`config.mk`:
```
export PLATFORM = sky130hd
export DESIGN_NAME = data_sram_bridge_flat
export DESIGN_NICKNAME = d
export VERILOG_FILES = /design/src/rtl/data_sram_bridge_if.sv /design/src/rtl/data_sram_bridge.sv /design/src/flat_wrapper.sv
export SDC_FILE = /design/constraint.sdc
export NUM_CORES = 1
export LEC_CHECK = 0
export CORE_MARGIN = 2
export CORE_UTILIZATION = 44
export DETAILED_ROUTE_END_ITERATION = 16
export PLACE_DENSITY = 0.87
export SYNTH_ARGS = -nofsm -noshare
export SYNTH_HDL_FRONTEND = slang
export SYNTH_SLANG_ARGS = --single-unit
```
`constraint.sdc`:
```
create_clock -name clk -period 4.07 [get_ports clk]
set_input_delay 0.6105 -clock clk [delete_from_list [all_inputs] [get_ports clk]]
set_output_delay 0.6105 -clock clk [all_outputs]
set_load 0.1 [all_outputs]
```
`src/rtl/data_sram_bridge_if.sv`:
```
// Data-bus side of data_sram_bridge: request/accept handshake plus response channel.
// master = bridge (issues requests), slave = bus / cache port.
interface data_sram_bridge_if;
  logic        bus_req;
  logic        bus_we;
  logic [3:0]  bus_strb;
  logic [31:0] bus_addr;
  logic [31:0] bus_wdata;
  logic        bus_ready;
  logic        bus_rvalid;
  logic [31:0] bus_rdata;
  logic        bus_err;

  modport master (
    output bus_req, bus_we, bus_strb, bus_addr, bus_wdata,
    input  bus_ready, bus_rvalid, bus_rdata, bus_err
  );

  modport slave (
    input  bus_req, bus_we, bus_strb, bus_addr, bus_wdata,
    output bus_ready, bus_rvalid, bus_rdata, bus_err
  );
endinterface

```
`src/rtl/data_sram_bridge.sv`:
```
// Responder for the memory-stage SRAM-style data port: turns each request into a bus
// transaction and stalls the pipeline until it completes. DATA_WBUF_EN adds a posted write buffer.
module data_sram_bridge #(
  parameter int unsigned TIMEOUT_CYCLES = 255,
  parameter logic [31:0] TIMEOUT_DATA   = 32'hDEAD_BEEF
) (
  input  logic               clk,
  input  logic               rst,
  input  logic               mem_en,
  input  logic [3:0]         mem_wen,
  input  logic [31:0]        mem_addr,
  input  logic [31:0]        mem_wdata,
  output logic [31:0]        mem_rdata,
  output logic               mem_stall,
  output logic               data_bus_error,
  data_sram_bridge_if.master dbus
);

`ifdef DATA_WBUF_EN
  localparam bit WbufEn = 1'b1;
`else
  localparam bit WbufEn = 1'b0;
`endif

  // Counter only ever reaches TIMEOUT_CYCLES-1 before the forced completion.
  localparam int unsigned CntW = (TIMEOUT_CYCLES > 1) ? $clog2(TIMEOUT_CYCLES) : 1;

  typedef enum logic [1:0] {StIdle, StAddr, StResp, StDone} state_e;

  state_e          state_q, state_d;
  logic [CntW-1:0] cnt_q, cnt_d;
  logic            req_q, req_d;
  logic            we_q, we_d;
  logic            posted_q, posted_d;
  logic            err_q, err_d;
  logic [3:0]      strb_q, strb_d;
  logic [31:0]     addr_q, addr_d;
  logic [31:0]     wdata_q, wdata_d;
  logic [31:0]     rdata_q, rdata_d;
  logic            timeout_hit;

  assign timeout_hit = (TIMEOUT_CYCLES != 0) && (cnt_q == CntW'(TIMEOUT_CYCLES - 1));

  always_comb begin
    state_d   = state_q;
    cnt_d     = cnt_q;
    req_d     = req_q;
    we_d      = we_q;
    posted_d  = posted_q;
    err_d     = 1'b0;
    strb_d    = strb_q;
    addr_d    = addr_q;
    wdata_d   = wdata_q;
    rdata_d   = rdata_q;
    mem_stall = 1'b0;

    unique case (state_q)
      StIdle: begin
        mem_stall = mem_en;
        if (mem_en) begin
          state_d = StAddr;
          req_d   = 1'b1;
          we_d    = |mem_wen;
          strb_d  = (|mem_wen) ? mem_wen : 4'b1111;
          addr_d  = {mem_addr[31:2], 2'b00};
          wdata_d = mem_wdata;
          // Posted write: the pipeline moves on while the buffer drains.
          if (WbufEn && (|mem_wen)) begin
            posted_d  = 1'b1;
            mem_stall = 1'b0;
          end
        end
      end
      StAddr: begin
        mem_stall = posted_q ? mem_en : 1'b1;
        if (dbus.bus_ready) begin
          req_d   = 1'b0;
          cnt_d   = '0;
          state_d = StResp;
        end
      end
      StResp: begin
        mem_stall = posted_q ? mem_en : 1'b1;
        cnt_d     = cnt_q + CntW'(1);
        if (dbus.bus_rvalid || timeout_hit) begin
          if (dbus.bus_rvalid && !dbus.bus_err) begin
            if (!we_q) rdata_d = dbus.bus_rdata;
          end else begin
            err_d = 1'b1;
            if (!we_q) rdata_d = TIMEOUT_DATA;
          end
          state_d  = posted_q ? StIdle : StDone;
          posted_d = 1'b0;
        end
      end
      StDone: begin
        // The request still visible here is the one just completed.
        state_d = StIdle;
      end
      default: state_d = StIdle;
    endcase
  end

  always_ff @(posedge clk or negedge rst) begin
    if (!rst) begin
      state_q  <= StIdle;
      cnt_q    <= '0;
      req_q    <= 1'b0;
      we_q     <= 1'b0;
      posted_q <= 1'b0;
      err_q    <= 1'b0;
      strb_q   <= 4'b0000;
      addr_q   <= 32'h0;
      wdata_q  <= 32'h0;
      rdata_q  <= 32'h0;
    end else begin
      state_q  <= state_d;
      cnt_q    <= cnt_d;
      req_q    <= req_d;
      we_q     <= we_d;
      posted_q <= posted_d;
      err_q    <= err_d;
      strb_q   <= strb_d;
      addr_q   <= addr_d;
      wdata_q  <= wdata_d;
      rdata_q  <= rdata_d;
    end
  end

  assign dbus.bus_req    = req_q;
  assign dbus.bus_we     = we_q;
  assign dbus.bus_strb   = strb_q;
  assign dbus.bus_addr   = addr_q;
  assign dbus.bus_wdata  = wdata_q;
  assign mem_rdata       = rdata_q;
  assign data_bus_error  = err_q;

endmodule

```
`src/flat_wrapper.sv`:
```
// flat-port wrapper written by rule: the top's interface ports become plain ports
module data_sram_bridge_flat 
#(
  parameter int unsigned TIMEOUT_CYCLES = 255,
  parameter logic [31:0] TIMEOUT_DATA   = 32'hDEAD_BEEF
)
  (clk, rst, mem_en, mem_wen, mem_addr, mem_wdata, mem_rdata, mem_stall, data_bus_error, dbus_bus_req, dbus_bus_we, dbus_bus_strb, dbus_bus_addr, dbus_bus_wdata, dbus_bus_ready, dbus_bus_rvalid, dbus_bus_rdata, dbus_bus_err);
  data_sram_bridge_if dbus_i ();
  input  logic clk;
  input  logic rst;
  input  logic mem_en;
  input  logic [3:0] mem_wen;
  input  logic [31:0] mem_addr;
  input  logic [31:0] mem_wdata;
  output logic [31:0] mem_rdata;
  output logic mem_stall;
  output logic data_bus_error;
  output wire logic [$bits(dbus_i.bus_req)-1:0] dbus_bus_req;
  output wire logic [$bits(dbus_i.bus_we)-1:0] dbus_bus_we;
  output wire logic [$bits(dbus_i.bus_strb)-1:0] dbus_bus_strb;
  output wire logic [$bits(dbus_i.bus_addr)-1:0] dbus_bus_addr;
  output wire logic [$bits(dbus_i.bus_wdata)-1:0] dbus_bus_wdata;
  input wire logic [$bits(dbus_i.bus_ready)-1:0] dbus_bus_ready;
  input wire logic [$bits(dbus_i.bus_rvalid)-1:0] dbus_bus_rvalid;
  input wire logic [$bits(dbus_i.bus_rdata)-1:0] dbus_bus_rdata;
  input wire logic [$bits(dbus_i.bus_err)-1:0] dbus_bus_err;
  assign dbus_bus_req = dbus_i.bus_req;
  assign dbus_bus_we = dbus_i.bus_we;
  assign dbus_bus_strb = dbus_i.bus_strb;
  assign dbus_bus_addr = dbus_i.bus_addr;
  assign dbus_bus_wdata = dbus_i.bus_wdata;
  assign dbus_i.bus_ready = dbus_bus_ready;
  assign dbus_i.bus_rvalid = dbus_bus_rvalid;
  assign dbus_i.bus_rdata = dbus_bus_rdata;
  assign dbus_i.bus_err = dbus_bus_err;
  data_sram_bridge #(.TIMEOUT_CYCLES(TIMEOUT_CYCLES), .TIMEOUT_DATA(TIMEOUT_DATA)) u_core (.clk(clk), .rst(rst), .mem_en(mem_en), .mem_wen(mem_wen), .mem_addr(mem_addr), .mem_wdata(mem_wdata), .mem_rdata(mem_rdata), .mem_stall(mem_stall), .data_bus_error(data_bus_error), .dbus(dbus_i));
endmodule
```
==> results of run 1 <==
[routing by layer]
metal / track usage [%] / vias to the layer above / part of all wire [%]
met5: 0 / - / 0
met4: 9.14 / 0 / 2.7
met3: 6.49 / 21 / 7.6
met2: 40.1 / 143 / 53
met1: 24.3 / 1602 / 37
li1: - / 1539 / -
[kinds of logic after synthesis]
group                    after synthesis  synth area share, %
other                                  1               0.0837
AO/OA/AOI/OAI                         60                 10.9
AND/OR/NAND/NOR                       46                 5.00
buffers and inverters                 27                 3.13
XOR/XNOR                               3                0.587
adder cells (fa/ha/maj)                6                 1.68
flip-flops                           111                 62.0
multiplexers                          66                 16.6
[sequential cells by signal, summed over array words and instances, names as in the netlist]
register and cells:
u_core.cnt_q 8, u_core.data_bus_error 1, u_core.dbus.bus_addr 30, u_core.dbus.bus_req 1
u_core.dbus.bus_strb 4, u_core.dbus.bus_wdata 32, u_core.dbus.bus_we 1, u_core.mem_rdata 32
u_core.state_q 2
[per-stage QoR]
stage	worst slack, ns	util, %	instances	instance area [um^2]
2_1_floorplan	1.44	-	321	4480
3_3_place_gp	1.56	67.3	642	6610
3_5_place_dp	1.42	67.3	642	6610
4_1_cts	1.40	69.0	657	6780
5_1_grt	1.15	69.0	657	6780
6_report	1.43	69.0	657	6780
[placed cells by master (no fill, tap or decap), types with 5 or more instances in the layout]
cell and n:
a21oi_1 6, a22o_1 9, buf_4 5, clkbuf_8 9, clkdlybuf4s50_1 203, dfrtp_1 111
ha_1 6, inv_1 7, mux2_2 64, nand2_1 14, nor2_1 10, o21ai_0 10
o22a_1 24
[synthesized netlist by cell type]
cell type	count
o221ai_1	2
nor2_1	10
nand2_1	15
a21o_1	1
o311ai_0	1
nand2b_1	2
o32a_1	1
a41oi_4	1
nor4_1	1
a31o_2	1
buf_2	9
o21ai_0	10
and2_1	1
o22a_1	24
a22o_1	9
nor2b_1	4
mux2_1	1
buf_1	1
nand3b_1	1
a211oi_1	1
clkbuf_2	1
inv_1	7
nor3_1	4
mux2_2	64
a221oi_2	1
xnor2_1	3
and3_1	1
nand4_1	1
buf_6	2
clkbuf_1	4
conb_1	1
and4_4	1
and3b_1	1
nand3_1	4
a2111oi_0	1
a21oi_1	6
ha_1	6
o2111ai_1	1
dfrtp_1	111
mux2i_1	1
buf_4	3
[critical path, stage by stage, from the launching register on]
cell and delay [ns]:
dfrtp_1 0.43, inv_1 0.09, ha_1 0.54, nor2b_1 0.30, nand3b_1 0.66, o22a_1 0.48
[path summary, 6_finish.rpt]
| kind | start | slack (ns) | depth (start not counted) | endpoint |
|---|---|---|---|---|
| setup / recovery | u_core.state_q[0]$_DFFE_PN0P_ | 1.43 | 5 | u_core.mem_rdata[28]$_DFFE_PN0P_ |
| hold / removal | rst | 0.43 | 1 | u_core.dbus.bus_addr[3]$_DFFE_PN0P_ |
| setup reg to reg | u_core.state_q[0]$_DFFE_PN0P_ | 1.43 | 5 | u_core.mem_rdata[28]$_DFFE_PN0P_ |
| hold reg to reg | u_core.mem_rdata[7]$_DFFE_PN0P_ | 0.50 | 1 | u_core.mem_rdata[7]$_DFFE_PN0P_ |
| max in group asynchronous | rst | 2.68 | 2 | u_core.dbus.bus_addr[27]$_DFFE_PN0P_ |
| min in group clk | u_core.mem_rdata[7]$_DFFE_PN0P_ | 0.50 | 1 | u_core.mem_rdata[7]$_DFFE_PN0P_ |
[final cells by class]
cell class / count / area (um^2) / area share (%)
clock buffer: 10 / 128 / 1.88
clock inverter: 5 / 45.0 / 0.664
inverter: 7 / 26.3 / 0.388
multi-input combinational: 183 / 1570 / 23.1
sequential: 111 / 2780 / 41.0
tap: 133 / 166 / 2.45
timing repair buffer: 208 / 2070 / 30.5
==> report_table.html, run 1 <==
<table>
<tr><th>Metric</th><th>Value</th></tr>
<tr><th colspan="2">Status</th></tr>
<tr><td>Outcome</td><td>completed</td></tr>
<tr><th colspan="2">Clock network</th></tr>
<tr><td>Number of clock buffers inserted by TritonCTS</td><td>9</td></tr>
<tr><td>Htree depth</td><td>3</td></tr>
<tr><td>Total setup buffers inserted after CTS</td><td>0</td></tr>
<tr><td>Buffer type at the clock tree root</td><td>clkbuf_8</td></tr>
<tr><td>Number of buffers on the longest clock path</td><td>2</td></tr>
<tr><td>Clock tree from TritonCTS</td><td>done</td></tr>
<tr><td>Clock tree sinks</td><td>111</td></tr>
<tr><td>Clock-pin slew of the registers on the worst-case setup and hold paths</td><td>0.11 ns</td></tr>
<tr><td>Clock latency at the later pin of the worst-skew pair</td><td>0.36 ns</td></tr>
<tr><td>Total of hold buffers inserted after clock tree synthesis</td><td>0</td></tr>
<tr><td>Post-cts gate resize count</td><td>0</td></tr>
<tr><th colspan="2">STA</th></tr>
<tr><td>Fin crit share</td><td>64.8%</td></tr>
<tr><td>Worst slew margin</td><td>28.8%</td></tr>
<tr><td>Final worst clock skew</td><td>0.0159 ns</td></tr>
<tr><td>Worst-Margin Slew</td><td>1.06 ns</td></tr>
<tr><td>Setup TNS after final layout</td><td>0 ns</td></tr>
<tr><td>Min Hold Slack</td><td>0.430 ns</td></tr>
<tr><td>FMAX</td><td>0.379 GHz</td></tr>
<tr><td>Number of hold violations in the final report</td><td>0</td></tr>
<tr><td>Unrepaired setup endpoints after global routing</td><td>no</td></tr>
<tr><td>Max-slew violation total from the final report</td><td>0</td></tr>
<tr><td>Final setup vio count</td><td>0</td></tr>
<tr><td>Final critical delay including setup and external delays</td><td>2.64 ns</td></tr>
<tr><th colspan="2">Finish</th></tr>
<tr><td>Number of fill cells in the layout</td><td>702</td></tr>
<tr><td>Layout-stage area growth over the synthesis result</td><td>51.4%</td></tr>
<tr><td>Layout cell share with drive strength beyond 1</td><td>16.8%</td></tr>
<tr><td>Fin nets</td><td>632</td></tr>
<tr><td>Antenna Cells</td><td>0</td></tr>
<tr><th colspan="2">Drt</th></tr>
<tr><td>Routed len/inst</td><td>18.1 um</td></tr>
<tr><td>Number of optimization iterations in the first detailed-route pass</td><td>4</td></tr>
<tr><td>Via-per-instance ratio</td><td>5.03</td></tr>
<tr><td>Final routed DRC violation total</td><td>0</td></tr>
<tr><td>Detail Route Antenna Nets</td><td>0</td></tr>
<tr><td>DRT Wirelength</td><td>11.9 mm</td></tr>
<tr><td>Number of vias in the routed layout</td><td>3305</td></tr>
<tr><td>Iteration-0 DRC count of the detailed router</td><td>170</td></tr>
<tr><th colspan="2">Yosys</th></tr>
<tr><td>Gate count after technology mapping</td><td>320</td></tr>
<tr><td>Avg Inst Size Synth</td><td>14.0 um^2</td></tr>
<tr><td>Total number of yosys warnings</td><td>0</td></tr>
<tr><td>Combined area of all synthesized cells</td><td>0.00448 mm^2</td></tr>
<tr><td>Cell taking the most area after synthesis</td><td>dfrtp_1</td></tr>
<tr><td>Share of the yosys chip area belonging to registers</td><td>62.0%</td></tr>
<tr><td>Count of cell types in the netlist</td><td>41</td></tr>
<tr><td>Flops &amp; latches, synth</td><td>111</td></tr>
<tr><td>Leading cell types by total area after synthesis</td><td>dfrtp_1, mux2_2, o22a_1, a22o_1, ha_1</td></tr>
<tr><td>Yosys top cell area share</td><td>62.0%</td></tr>
<tr><th colspan="2">Worst hold path</th></tr>
<tr><td>Class of the tightest hold or removal check</td><td>primary input to async pin</td></tr>
<tr><th colspan="2">Critical path</th></tr>
<tr><td>Category of the worst setup path launch point</td><td>flop</td></tr>
<tr><td>Data required time of the worst path</td><td>4.30 ns</td></tr>
<tr><td>Worst-path fanout max</td><td>24</td></tr>
<tr><td>Kind of critical path</td><td>flop to flop</td></tr>
<tr><td>Critical path data arrival time</td><td>2.87 ns</td></tr>
<tr><td>Element type at the critical path end</td><td>flop</td></tr>
<tr><th colspan="2">Die</th></tr>
<tr><td>Die X</td><td>105 um</td></tr>
<tr><td>I/O pins</td><td>210</td></tr>
<tr><td>Core area</td><td>0.00982 mm^2</td></tr>
<tr><td>Row Count</td><td>36</td></tr>
<tr><td>Initial Utilization</td><td>45.6%</td></tr>
<tr><td>Die extent in y</td><td>105 um</td></tr>
<tr><td>Die Outline Area</td><td>0.0110 mm^2</td></tr>
<tr><th colspan="2">Placed design</th></tr>
<tr><td>GP Congestion</td><td>0.801</td></tr>
<tr><td>DPL Wire Length</td><td>9.10 mm</td></tr>
<tr><td>Number of port buffers</td><td>205</td></tr>
<tr><th colspan="2">GRT</th></tr>
<tr><td>Largest net degree at the start of global routing</td><td>86</td></tr>
<tr><td>Number of global-route vias before repair</td><td>3578</td></tr>
<tr><td>Antenna violations before repair</td><td>0</td></tr>
<tr><td>Global route total overflow</td><td>0</td></tr>
<tr><td>First-pass GRT wire length</td><td>19.1 mm</td></tr>
<tr><td>GRT Overall Usage</td><td>22.2%</td></tr>
<tr><th colspan="2">Run</th></tr>
<tr><td>Max capacitance violation total</td><td>0</td></tr>
</table>
Power of run 1 is left out: the tool's default activity adds up to more than one toggle a clock period on the data nets, which glitch-free logic cannot reach.
==> inputs of run 2 (changes only) <==
Settings changed: CORE_UTILIZATION 44 to 41, PLACE_DENSITY 0.87 to 0.82.
Clock period 4.07 ns to 2.7 ns, I/O delays scaled along.
==> report_table.html, run 2 (synthesis gave the netlist of run 1 again) <==
<table>
<tr><th>Metric</th><th>Value</th></tr>
<tr><th colspan="2">Finish</th></tr>
<tr><td>Most common library cell in the layout ignoring fill and taps</td><td>dfrtp_1</td></tr>
<tr><td>Layout-stage area growth over the synthesis result</td><td>48.4%</td></tr>
<tr><td>Layout cell share with drive strength beyond 1</td><td>36.4% (+20 points)</td></tr>
<tr><td>Antenna Cells</td><td>0 (unchanged)</td></tr>
<tr><td>Commonest cells after routing, fill and taps aside</td><td>dfrtp_1, buf_4, clkdlybuf4s50_1</td></tr>
<tr><td>Count of placed standard cells in the final layout, fillers left out</td><td>667 (+1.5%)</td></tr>
<tr><td>Fin nets</td><td>634 (+0.32%)</td></tr>
<tr><th colspan="2">Critical path</th></tr>
<tr><td>Category of the worst setup path launch point</td><td>flop</td></tr>
<tr><td>Critical path data arrival time</td><td>1.62 ns (-1.25 ns)</td></tr>
<tr><td>Cell-by-cell trace of the critical path</td><td>inv_1 -&gt; ha_1 -&gt; a21oi_1 -&gt; nor2_1 -&gt; buf_4</td></tr>
<tr><td>Startpoint of the worst setup timing path</td><td>u_core.state_q[0]$_DFFE_PN0P_</td></tr>
<tr><td>Worst flop-to-flop path endpoint</td><td>u_core.state_q[1]$_DFFE_PN0P_</td></tr>
<tr><td>Worst-path fanout max</td><td>5 (-79%)</td></tr>
<tr><td>Data required time of the worst path</td><td>2.30 ns (-2.00 ns)</td></tr>
<tr><td>Cell with the biggest individual delay on the critical path</td><td>dfrtp_1</td></tr>
<tr><td>Startpoint of the lowest-slack register-to-register path</td><td>u_core.state_q[1]$_DFFE_PN0P_</td></tr>
<tr><td>R2R setup slack</td><td>0.88 ns (-0.55 ns)</td></tr>
<tr><td>Kind of critical path</td><td>flop to primary output</td></tr>
<tr><td>Element type at the critical path end</td><td>primary output</td></tr>
<tr><td>Worst Reg2Reg Path Length in Cells</td><td>5 (unchanged)</td></tr>
<tr><td>Max stage delay on crit path</td><td>0.43 ns (-0.23 ns)</td></tr>
<tr><th colspan="2">Die</th></tr>
<tr><td>Row Count</td><td>38 (+5.6%)</td></tr>
<tr><td>Die X</td><td>109 um (+3.5%)</td></tr>
<tr><td>Initial Utilization</td><td>41.7% (-3.9 points)</td></tr>
<tr><td>Die extent in y</td><td>109 um (+3.5%)</td></tr>
<tr><td>Core area</td><td>0.0107 mm^2 (+9.4%)</td></tr>
<tr><td>Die Outline Area</td><td>0.0118 mm^2 (+7.0%)</td></tr>
<tr><td>I/O pins</td><td>210 (unchanged)</td></tr>
<tr><th colspan="2">Placed design</th></tr>
<tr><td>Placed insts</td><td>651 (+1.4%)</td></tr>
<tr><td>DPL Wire Length</td><td>8.14 mm (-10%)</td></tr>
<tr><td>GP Congestion</td><td>0.778 (-2.9%)</td></tr>
<tr><td>Number of port buffers</td><td>205 (unchanged)</td></tr>
<tr><th colspan="2">Drt</th></tr>
<tr><td>Via-per-instance ratio</td><td>5.04 (+0.20%)</td></tr>
<tr><td>Number of vias in the routed layout</td><td>3362 (+1.7%)</td></tr>
<tr><td>Final routed DRC violation total</td><td>0 (unchanged)</td></tr>
<tr><td>Detail Route Antenna Nets</td><td>0 (unchanged)</td></tr>
<tr><td>DRT Wirelength</td><td>10.9 mm (-8.3%)</td></tr>
<tr><td>Iteration-0 DRC count of the detailed router</td><td>94 (-45%)</td></tr>
<tr><td>Routed len/inst</td><td>16.3 um (-9.6%)</td></tr>
<tr><td>Number of optimization iterations in the first detailed-route pass</td><td>4 (unchanged)</td></tr>
<tr><th colspan="2">GRT</th></tr>
<tr><td>GRT Overall Usage</td><td>18.1% (-4.1 points)</td></tr>
<tr><td>Met3 layer usage reported by global route</td><td>5.61% (-0.88 points)</td></tr>
<tr><td>Antenna violations before repair</td><td>0 (unchanged)</td></tr>
<tr><td>Busiest layer in global routing</td><td>met2</td></tr>
<tr><td>Global route total overflow</td><td>0 (unchanged)</td></tr>
<tr><td>Met2 capacity usage during global routing</td><td>31.4% (-8.7 points)</td></tr>
<tr><td>Met1 demand-to-capacity share in global routing</td><td>20.9% (-3.4 points)</td></tr>
<tr><td>First-pass GRT wire length</td><td>16.4 mm (-14%)</td></tr>
<tr><td>Number of global-route vias before repair</td><td>3432 (-4.1%)</td></tr>
<tr><td>Largest net degree at the start of global routing</td><td>73 (-15%)</td></tr>
<tr><th colspan="2">Clock network</th></tr>
<tr><td>Clock-pin slew of the registers on the worst-case setup and hold paths</td><td>0.10 ns (about the same)</td></tr>
<tr><td>Number of clock buffers inserted by TritonCTS</td><td>9 (unchanged)</td></tr>
<tr><td>Total of hold buffers inserted after clock tree synthesis</td><td>0 (unchanged)</td></tr>
<tr><td>Number of buffers on the longest clock path</td><td>2 (unchanged)</td></tr>
<tr><td>Post-cts gate resize count</td><td>0 (unchanged)</td></tr>
<tr><td>Clock tree sinks</td><td>111 (unchanged)</td></tr>
<tr><td>Buffer type at the clock tree root</td><td>clkbuf_8</td></tr>
<tr><td>Total setup buffers inserted after CTS</td><td>0 (unchanged)</td></tr>
<tr><td>Clock latency at the later pin of the worst-skew pair</td><td>0.36 ns (about the same)</td></tr>
<tr><td>Htree depth</td><td>3 (unchanged)</td></tr>
<tr><td>Clock tree from TritonCTS</td><td>done</td></tr>
<tr><th colspan="2">STA</th></tr>
<tr><td>Final setup vio count</td><td>0 (unchanged)</td></tr>
<tr><td>Final critical delay including setup and external delays</td><td>2.03 ns</td></tr>
<tr><td>Worst-Margin Slew</td><td>0.748 ns (-0.316 ns)</td></tr>
<tr><td>Fin crit share</td><td>75.2%</td></tr>
<tr><td>Setup TNS after final layout</td><td>0 ns (unchanged)</td></tr>
<tr><td>Number of hold violations in the final report</td><td>0 (unchanged)</td></tr>
<tr><td>Worst slew margin</td><td>50.1% (+21 points)</td></tr>
<tr><td>Max-slew violation total from the final report</td><td>0 (unchanged)</td></tr>
<tr><td>Final worst clock skew</td><td>0.0106 ns (-0.00525 ns)</td></tr>
<tr><td>FMAX</td><td>0.493 GHz</td></tr>
<tr><td>Unrepaired setup endpoints after global routing</td><td>no</td></tr>
<tr><th colspan="2">Worst hold path</th></tr>
<tr><td>Class of the tightest hold or removal check</td><td>primary input to async pin</td></tr>
<tr><th colspan="2">Status</th></tr>
<tr><td>Outcome</td><td>completed</td></tr>
<tr><th colspan="2">Run</th></tr>
<tr><td>Max capacitance violation total</td><td>0 (unchanged)</td></tr>
</table>
## run 2: changes by cell type in the layout (fill, tap and decap cells not counted), sizes merged
| cell | delta |
|---|---|
| buf | +103 |
| clkdlybuf4s50 | -101 |
| clkinvlp | -1 |
| bufinv | +3 |
| clkbuf | +1 |
| clkinv | -2 |
## run 2: through the flow
stage | setup WS (ns) | util, % | hold slack (ns) | area [um^2]
4_1_cts | 0.629 | 61.9 | 0.104 | 6650
2_1_floorplan | 0.272 | - | 0.109 | 4480
6_report | 0.671 | 61.9 | 0.0888 | 6650
5_1_grt | 0.542 | 61.9 | 0.143 | 6650
3_3_place_gp | 0.766 | 59.6 | 0.468 | 6400
3_5_place_dp | 0.741 | 59.6 | 0.478 | 6400
## run 2: how the worst max path moves through the flow
stage               slack, ns                     endpoint
floorplan                0.27                    mem_stall
global placement         0.77  u_core.cnt_q[7]$_DFFE_PN0P_
detailed placement       0.74  u_core.cnt_q[7]$_DFFE_PN0P_
CTS                      0.63                    mem_stall
global route             0.54                    mem_stall
finish                   0.67                    mem_stall
## run 2: cell type report
class	count	area, um^2
multi-input cells	183	1570
flip-flops and latches	111	2780
inverters	7	26.3
clock buffers	11	141
clock inverters	5	104
repair buffers	210	1860
fillers	828	4100
well taps	140	175
## run 2: metal layers
metal | up-vias | part of all wire, %
li1 | 1550 | -
met1 | 1656 | 38
met2 | 143 | 51
met3 | 13 | 9.1
met4 | 0 | 1.5
met5 | - | 0
## run 2: critical path, delay by kind of cell (launching register included)
family                     cells  cell delay, ns
DFF                            1            0.43
and+or+nand+nor                1            0.10
AOI/OAI and AO/OA              1            0.09
adders and majority gates      1            0.26
buffers and inverters          2            0.39
Power of run 2 is left out for the same reason.
==> inputs of run 3 (changes only) <==
Settings changed: CORE_UTILIZATION 41 to 37, PLACE_DENSITY 0.82 to 0.78.
Clock period 2.7 ns to 1.68 ns, I/O delays scaled along.
==> report_table.html, run 3 (synthesis gave the netlist of run 1 again) <==
<table>
<tr><th>Metric</th><th>Value</th></tr>
<tr><th colspan="2">GRT</th></tr>
<tr><td>GRT Overall Usage</td><td>19.1% (+0.98 points)</td></tr>
<tr><td>First-pass GRT wire length</td><td>19.2 mm (+17%)</td></tr>
<tr><td>Met2 capacity usage during global routing</td><td>34.0% (+2.6 points)</td></tr>
<tr><td>Met3 layer usage reported by global route</td><td>6.70% (+1.1 points)</td></tr>
<tr><td>Busiest layer in global routing</td><td>met2</td></tr>
<tr><td>Largest net degree at the start of global routing</td><td>42 (-42%)</td></tr>
<tr><td>Antenna violations before repair</td><td>0 (unchanged)</td></tr>
<tr><td>Number of global-route vias before repair</td><td>3800 (+11%)</td></tr>
<tr><td>Global route total overflow</td><td>0 (unchanged)</td></tr>
<tr><td>Met1 demand-to-capacity share in global routing</td><td>20.8% (-0.077 points)</td></tr>
<tr><th colspan="2">Die</th></tr>
<tr><td>Initial Utilization</td><td>37.6% (-4.1 points)</td></tr>
<tr><td>I/O pins</td><td>210 (unchanged)</td></tr>
<tr><td>Die X</td><td>114 um (+5.1%)</td></tr>
<tr><td>Die extent in y</td><td>114 um (+5.1%)</td></tr>
<tr><td>Die Outline Area</td><td>0.0130 mm^2 (+10%)</td></tr>
<tr><td>Core area</td><td>0.0119 mm^2 (+11%)</td></tr>
<tr><td>Row Count</td><td>40 (+5.3%)</td></tr>
<tr><th colspan="2">Critical path</th></tr>
<tr><td>Worst flop-to-flop path endpoint</td><td>u_core.state_q[1]$_DFFE_PN0P_</td></tr>
<tr><td>Category of the worst setup path launch point</td><td>flop</td></tr>
<tr><td>Worst-path fanout max</td><td>2 (-3)</td></tr>
<tr><td>Cell-by-cell trace of the critical path</td><td>inv_2 -&gt; ha_4 -&gt; a21oi_2 -&gt; nor2_4 -&gt; buf_12</td></tr>
<tr><td>Cell with the biggest individual delay on the critical path</td><td>dfrtp_1</td></tr>
<tr><td>Element type at the critical path end</td><td>primary output</td></tr>
<tr><td>Critical path data arrival time</td><td>1.39 ns (-0.23 ns)</td></tr>
<tr><td>Data required time of the worst path</td><td>1.43 ns (-0.87 ns)</td></tr>
<tr><td>Max stage delay on crit path</td><td>0.40 ns (-0.03 ns)</td></tr>
<tr><td>Kind of critical path</td><td>flop to primary output</td></tr>
<tr><td>R2R setup slack</td><td>0.06 ns (-0.82 ns)</td></tr>
<tr><td>Worst Reg2Reg Path Length in Cells</td><td>4 (-1)</td></tr>
<tr><td>Startpoint of the lowest-slack register-to-register path</td><td>u_core.cnt_q[6]$_DFFE_PN0P_</td></tr>
<tr><th colspan="2">STA</th></tr>
<tr><td>Final setup vio count</td><td>0 (unchanged)</td></tr>
<tr><td>Number of hold violations in the final report</td><td>0 (unchanged)</td></tr>
<tr><td>Fin crit share</td><td>97.5%</td></tr>
<tr><td>Unrepaired setup endpoints after global routing</td><td>yes</td></tr>
<tr><td>FMAX</td><td>0.611 GHz</td></tr>
<tr><td>Final worst clock skew</td><td>0.0111 ns (+0.000502 ns)</td></tr>
<tr><td>Final critical delay including setup and external delays</td><td>1.64 ns</td></tr>
<tr><td>Max-slew violation total from the final report</td><td>0 (unchanged)</td></tr>
<tr><th colspan="2">Drt</th></tr>
<tr><td>DRT Wirelength</td><td>12.2 mm (+12%)</td></tr>
<tr><td>Final routed DRC violation total</td><td>0 (unchanged)</td></tr>
<tr><td>Number of vias in the routed layout</td><td>3459 (+2.9%)</td></tr>
<tr><td>Iteration-0 DRC count of the detailed router</td><td>146 (+55%)</td></tr>
<tr><td>Detail Route Antenna Nets</td><td>0 (unchanged)</td></tr>
<tr><td>Number of optimization iterations in the first detailed-route pass</td><td>4 (unchanged)</td></tr>
<tr><td>Routed len/inst</td><td>17.4 um (+6.4%)</td></tr>
<tr><td>Via-per-instance ratio</td><td>4.95 (-1.8%)</td></tr>
<tr><th colspan="2">Finish</th></tr>
<tr><td>Count of placed standard cells in the final layout, fillers left out</td><td>699 (+4.8%)</td></tr>
<tr><td>Antenna Cells</td><td>0 (unchanged)</td></tr>
<tr><td>Commonest cells after routing, fill and taps aside</td><td>dfrtp_1, buf_12, clkdlybuf4s50_1</td></tr>
<tr><td>Most common library cell in the layout ignoring fill and taps</td><td>dfrtp_1</td></tr>
<tr><td>Number of fill cells in the layout</td><td>805 (-2.8%)</td></tr>
<tr><td>Fin nets</td><td>659 (+3.9%)</td></tr>
<tr><td>Layout cell share with drive strength beyond 1</td><td>41.5% (+5.1 points)</td></tr>
<tr><td>Layout-stage area growth over the synthesis result</td><td>85.3%</td></tr>
<tr><th colspan="2">Clock network</th></tr>
<tr><td>Number of clock buffers inserted by TritonCTS</td><td>9 (unchanged)</td></tr>
<tr><td>Clock latency at the later pin of the worst-skew pair</td><td>0.34 ns (-0.02 ns)</td></tr>
<tr><td>Clock-pin slew of the registers on the worst-case setup and hold paths</td><td>0.07 ns (-0.03 ns)</td></tr>
<tr><td>Clock tree sinks</td><td>111 (unchanged)</td></tr>
<tr><td>Number of buffers on the longest clock path</td><td>2 (unchanged)</td></tr>
<tr><td>Clock tree from TritonCTS</td><td>done</td></tr>
<tr><td>Buffer type at the clock tree root</td><td>clkbuf_16</td></tr>
<tr><td>Htree depth</td><td>3 (unchanged)</td></tr>
<tr><th colspan="2">Placed design</th></tr>
<tr><td>GP Congestion</td><td>0.789 (+1.4%)</td></tr>
<tr><td>Placed insts</td><td>679 (+4.3%)</td></tr>
<tr><td>DPL Wire Length</td><td>9.66 mm (+19%)</td></tr>
<tr><td>Number of port buffers</td><td>205 (unchanged)</td></tr>
<tr><th colspan="2">Status</th></tr>
<tr><td>Outcome</td><td>completed</td></tr>
<tr><th colspan="2">Worst hold path</th></tr>
<tr><td>Class of the tightest hold or removal check</td><td>primary input to async pin</td></tr>
<tr><th colspan="2">Run</th></tr>
<tr><td>Max capacitance violation total</td><td>0 (unchanged)</td></tr>
</table>
## run 3: changes by cell type in the layout (fill, tap and decap cells not counted), moves of 3 or more
cell       delta
buf_4        -82
buf_12      +106
ha_2          +3
clkbuf_16     +9
clkbuf_8     -10
ha_1          -4
## run 3: per-layer routing
| layer | up-vias | wire length [um] |
|---|---|---|
| li1 | 1606 | - |
| met1 | 1669 | 4350 |
| met2 | 165 | 6400 |
| met3 | 19 | 1130 |
| met4 | 0 | 267 |
| met5 | - | 0 |
## run 3: cell type report
class	count	area [um^2]	share of cell area, %
inverter	7	26.3	0.317
clock inverter	6	85.1	1.03
timing repair buffer	235	3370	40.6
multi-input combinational	183	1620	19.6
sequential	111	2780	33.5
tap	147	184	2.22
clock buffer	10	229	2.76
## run 3: stage by stage
| stage | util, % | TNS, ns | area, um^2 | worst slack (ns) | hold WS, ns |
|---|---|---|---|---|---|
| 6_report | 69.7 | 0 | 8300 | 0.0421 | 0.415 |
| 5_1_grt | 69.7 | -0.0333 | 8300 | -0.0157 | 0.440 |
| 4_1_cts | 69.4 | -0.0317 | 8260 | -0.0317 | 0.393 |
| 3_5_place_dp | 66.3 | -0.823 | 7900 | -0.0438 | 0.219 |
| 3_3_place_gp | 66.3 | 0 | 7900 | 0.0126 | 0.211 |
| 2_1_floorplan | - | -0.141 | 4490 | -0.141 | -0.0436 |
## run 3: timing repair
item / CTS / global route
resized for setup: 6 / 9
endpoints found under the hold margin: 22 / 0
pin swaps: 2 / 2
setup endpoints to repair: 33 / 33
buffers inserted: 4 / 0
hold buffers: 1 / 0
## run 3: how the worst max path moves through the flow
stage                                              from                                   to  slack [ns]  cells after the start
after CTS                 u_core.state_q[0]$_DFFE_PN0P_                            mem_stall       -0.03                      5
after floorplan           u_core.state_q[0]$_DFFE_PN0P_                            mem_stall       -0.14                      4
after detailed placement  u_core.state_q[0]$_DFFE_PN0P_     u_core.mem_rdata[10]$_DFFE_PN0P_       -0.04                      6
after global placement                           mem_en  u_core.dbus.bus_addr[7]$_DFFE_PN0P_        0.01                      4
final                     u_core.state_q[0]$_DFFE_PN0P_                            mem_stall        0.04                      5
after global routing      u_core.state_q[0]$_DFFE_PN0P_                            mem_stall       -0.02                      4
## run 3: worst max-delay path: cells and delay by family, from the launching register on
family,cells,cell delay [ns]
buf+inv,2,0.24
simple gates,1,0.05
flops,1,0.40
fa+ha+maj,1,0.20
compound gates,1,0.15
Power of run 3 is left out for the same reason.
